**src/rtl/ddr_chk_pattern_gen.sv**
```systemverilog
// Incrementing reference pattern for the read checker: reloads the start value on
// load and steps by one (wrapping modulo 2^DATA_WIDTH) on every compared word.
module ddr_chk_pattern_gen #(
  parameter int unsigned           DATA_WIDTH    = 16,
  parameter logic [DATA_WIDTH-1:0] PATTERN_START = '0
) (
  input  logic                  clk,
  input  logic                  rst,
  input  logic                  load,
  input  logic                  advance,
  output logic [DATA_WIDTH-1:0] expected
);

  logic [DATA_WIDTH-1:0] expected_q, expected_d;

  always_comb begin
    expected_d = expected_q;
    if (load) begin
      expected_d = PATTERN_START;
    end else if (advance) begin
      expected_d = expected_q + 1'b1;
    end
  end

  always_ff @(posedge clk or posedge rst) begin
    if (rst) begin
      expected_q <= PATTERN_START;
    end else begin
      expected_q <= expected_d;
    end
  end

  assign expected = expected_q;

endmodule

```
**config.mk**
```make
export PLATFORM = sky130hd
export DESIGN_NAME = ddr_chk_pattern_gen
export DESIGN_NICKNAME = d
export VERILOG_FILES = /design/src/rtl/ddr_chk_pattern_gen.sv
export SDC_FILE = /design/constraint.sdc
export NUM_CORES = 1
export LEC_CHECK = 0
export ABC_AREA = 0
export ABC_CLOCK_PERIOD_IN_PS = 1700
export BUFFER_PORTS_ARGS = -buffer_cell sky130_fd_sc_hd__buf_4
export CORE_MARGIN = 2
export CORE_UTILIZATION = 25
export DETAILED_ROUTE_END_ITERATION = 10
export GPL_TIMING_DRIVEN = 0
export PLACE_DENSITY = 0.41
export SYNTH_ARGS = -nofsm -noshare
export SYNTH_HDL_FRONTEND = slang
export SYNTH_SLANG_ARGS = --single-unit
```
**constraint.sdc**
```tcl
create_clock -name clk -period 1.7 [get_ports clk]
set_input_delay 0.34 -clock clk [delete_from_list [all_inputs] [get_ports clk]]
set_output_delay 0.34 -clock clk [all_outputs]
set_load 0.03 [all_outputs]
```
* Word level (Yosys, flattened, before mapping)
Index checks and enable logic that the tools add are counted.
** Operators by class
- Add/subtract/negate cells :: 1
- Mux-type cells :: 2
- Reduce and logical (&&, ||, !) cells :: 1
** Operators with widths (number)
- 16-bit 2-to-1 mux :: 2
- 16-bit by 1-bit adder with 16-bit output, second input constant :: 1
- 2-bit nonzero test :: 1
** Storage, ports and cells
- Register bits :: 16
- Input port bits :: 4

* Logic depth before layout (Yosys ltp)
- Depth in word-level cells :: 3
- Mapped depth :: 5

* Worst setup path after synthesis
No wires, ideal clock.
- Path type :: register to register
- Start point :: register expected_q[2], in the netlist expected[2]
- End point :: register expected_q[15], in the netlist expected[15]
- Library setup time :: 77 ps
- Arrival time :: 1814 ps
- Data required time :: 1623 ps
- Slack :: -192 ps
- Stages on the path, launching flop included :: 5
- Buffers on the path :: 0
- Clock period less this slack :: 1892 ps
- Cell sequence :: dfrtp_1 -> nand4_4 -> or4_4 -> or3_1 -> a21oi_1
** Between the ends
- Cells in the longest elaborated chain, start to end :: 3
** RTL lines
- start: declaration :: line 14 : logic [DATA_WIDTH-1:0] expected_q, expected_d;
- start signal: assignment :: line 29 : expected_q <= expected_d;
- 16-bit by 1-bit adder with 16-bit output :: line 21 : expected_d = expected_q + 1'b1;
- 16-bit 2-to-1 mux :: line 20 : end else if (advance) begin
- 16-bit 2-to-1 mux :: line 18 : if (load) begin
Every way passes these cells. The select of a mux whose other input is x is not followed.
A chain may end at the register's enable or synchronous reset.

* Final worst setup path
- Start point :: register expected_q[7], in the netlist expected[7]
- End point :: register expected_q[15], in the netlist expected[15]
Same word-level chain as after synthesis.

==> impl_results.md <==
- CP Data Required Time: 1.92 ns
- Global Route Usage Sum: 0.110
- Achievable Freq: 0.611 GHz
- R2r setup slk: 0.06 ns
- Crit path time final: 1.64 ns
- Placer Congestion: 0.709
- Worst-Margin Slew: 0.649 ns
- Crit Path Category: reg -> reg
- Worst skew pair latency: 0.29 ns
- Placed cell count: 143
- Endpoint class of the critical path: register
- Mux cell area share after synthesis: 0.0124
- Reg power frac: 0.548
- Setup crit start: expected[7]
- Post-Syn Nets: 87
- Worst slew margin: 0.567
- Grt ovf: 0
- YS warnings: 0
- Drt via density: 4.23
- Area of the multi-input gates: 398 um2
- Clock share of power: 0.362
- WL per Instance: 11.8 um
- DRC viols: 0
- Final setup vio count: 0
- Setup repair after global routing missed its margin: yes
- Routed via count: 652
- Core Box Area: 3050 um2
- CTS clk-pin slew, worst paths: 0.10 ns
- Port bufs: 17
- Non-Filler Instances: 154
- Die width: 60.9 um
- Internal: 0.000541 W
- Maximum VDD drop: 0.000288 V
- P_sw: 0.000176 W
- Fill count: 323
- Largest net degree at the start of global routing: 17
- Leak Pwr: 0.469 nW
- Drt pass-1 iters: 2
- DP Wirelength: 1300 um
- Number of global-route vias before repair: 623
- Synthesized area: 808 um2
- Outcome: finished, final reports clean
- Yosys reg bits: 16
- CTS H-tree depth: 1
- Simple-gate share of the synthesized area: 0.255
- Synth Area in Adders: 0.0155
- Power per cell area: 644 nW/um2
- Post-Synth XOR/XNOR Area: 0.130
- Clock Skews: 0.00500 ns
- TritonCTS clock tree: built
- CP Data Arrival Time: 1.86 ns
- Seq/Total Area, Yosys: 0.495
- Reg2reg start: expected[7]
- Max FFs per register: 16
- Worst min path class: in -> async
- Synth Area in Compound Gates: 0.0557
- Clock Path Buffers: 2
- Area leader, netlist: dfrtp_1
- Most frequent cells in the layout: 24 x buf_4, 13 x nor2_1, 13 x dfrtp_2
- Comb pwr share: 0.090
- Worst setup SP type: register
- Fin crit share: 0.963
- Most common cell after layout, fill and taps aside: buf_4
- Syn avg cell area: 9.86 um2
- Net count, final: 116
- # Max-Cap Violations: 0
- WHS: 0.132 ns
- Slew Limit Fails: 0
- Post-synthesis cell count: 82
- Rows: 20
- DRT Wirelength: 1820 um
- Wire length of the first global-routing pass: 2950 um
- Layout cell share with drive strength beyond 1: 0.436
- CTS root buf: clkbuf_4
- Synth unique cells: 25
- Synth-to-Final Area Change: 37.9%
- Iteration-0 DRC Markers: 10
- Initial antenna violation count: 0
- DRT antenna net count: 0
- Initial Utilization: 0.265
- Switching fraction of total power: 0.246
- I/O pin total: 20
- Endpoints failing hold: 0
- Register area: 417 um2
- Die height: 60.9 um
- # clock sinks: 16
- Top cell type's share of synthesized area: 0.495
- Die footprint: 3700 um2
- Largest family of logic cells by synthesized area: simple AND/OR/NAND/NOR gates
- CTS Buf Count: 3
- Cts hold-fix bufs: 0
- Crit path max fanout: 5
- ANT cells: 0
- Synth area leaders: dfrtp_1 50%, xnor2_1 8.7%, nor2_1 6.0%
- Final core occ: 0.365
-- timing repair --
item,4_1_cts,5_1_grt
pin swaps,0,5
buffers inserted,2,5
setup endpoints to repair,2,3
gates resized for setup,0,2
-- worst max-delay path: stages, from the launching register on --
cell	delay (ns)
dfrtp_2	0.40
nand4_1	0.15
or4_4	0.57
or3_1	0.32
a21oi_1	0.14
-- through the flow --
step                      area [um2]  setup TNS (ns)  power, W  worst slack (ns)
after floorplan                  837               0  0.000439           0.00138
after detailed placement        1020          -0.159  0.000460            -0.147
after CTS                       1070               0  0.000733           0.00602
after global routing            1110         -0.0226  0.000757           -0.0226
final                           1110               0  0.000717            0.0633
after global placement          1020          -0.112  0.000460            -0.112
-- synth_stat cells, drive strengths merged --
library cell / number
dfrtp: 16
nor2: 13
xnor2: 8
nand4: 5
inv: 4
nand2: 4
nor3: 4
xor2: 4
a21oi: 3
nand3: 3
o21ai: 3
buf: 2
or3: 2
or4: 2
and3: 1
and4: 1
clkbuf: 1
ha: 1
mux2i: 1
nor4b: 1
o211ai: 1
o31ai: 1
or2: 1
-- final timing paths --
path | to | depth (start not counted)
setup / recovery | expected[15] | 4
hold / removal | expected[15] | 2
setup reg to reg | expected[15] | 4
hold reg to reg | expected[15] | 2
max in group asynchronous | expected[9] | 2
min in group clk | expected[15] | 2
-- logic make-up (layout without fill, tap and decap cells) --
group / Yosys count / in the layout
AOI/OAI and AO/OA: 8 / 8
xor gates and xnor gates: 12 / 12
adders and majority gates: 1 / 1
buffers and inverters: 7 / 35
DFF: 16 / 16
muxes: 1 / 1
and+or+nand+nor: 37 / 37
-- layer usage --
layer / global-route usage / up-vias / share of wire
met3: 0.0299 / 2 / 0.040
met2: 0.164 / 11 / 0.43
met5: 0 / - / 0
met1: 0.149 / 301 / 0.53
li1: - / 338 / -
met4: 0.0466 / 0 / 0.0083
-- power groups by stage --
stage / combinational [W] / clock (W) / sequential [W]
4_1_cts: 0.0000661 / 0.000273 / 0.000394
5_1_grt: 0.0000713 / 0.000292 / 0.000394
3_3_place_gp: 0.0000569 / 0 / 0.000403
6_report: 0.0000643 / 0.000260 / 0.000393
3_5_place_dp: 0.0000575 / 0 / 0.000403
2_1_floorplan: 0.0000276 / 0 / 0.000412
-- layout make-up --
| type | count | share of cell area |
|---|---|---|
| inverter | 4 | 0.0135 |
| buffer | 3 | 0.0123 |
| sequential | 16 | 0.374 |
| clock buffer | 4 | 0.0325 |
| timing repair buffer | 24 | 0.162 |
| tap | 44 | 0.0494 |
| multi-input combinational | 59 | 0.357 |
Note: power is estimated with default switching activity, not from simulation.
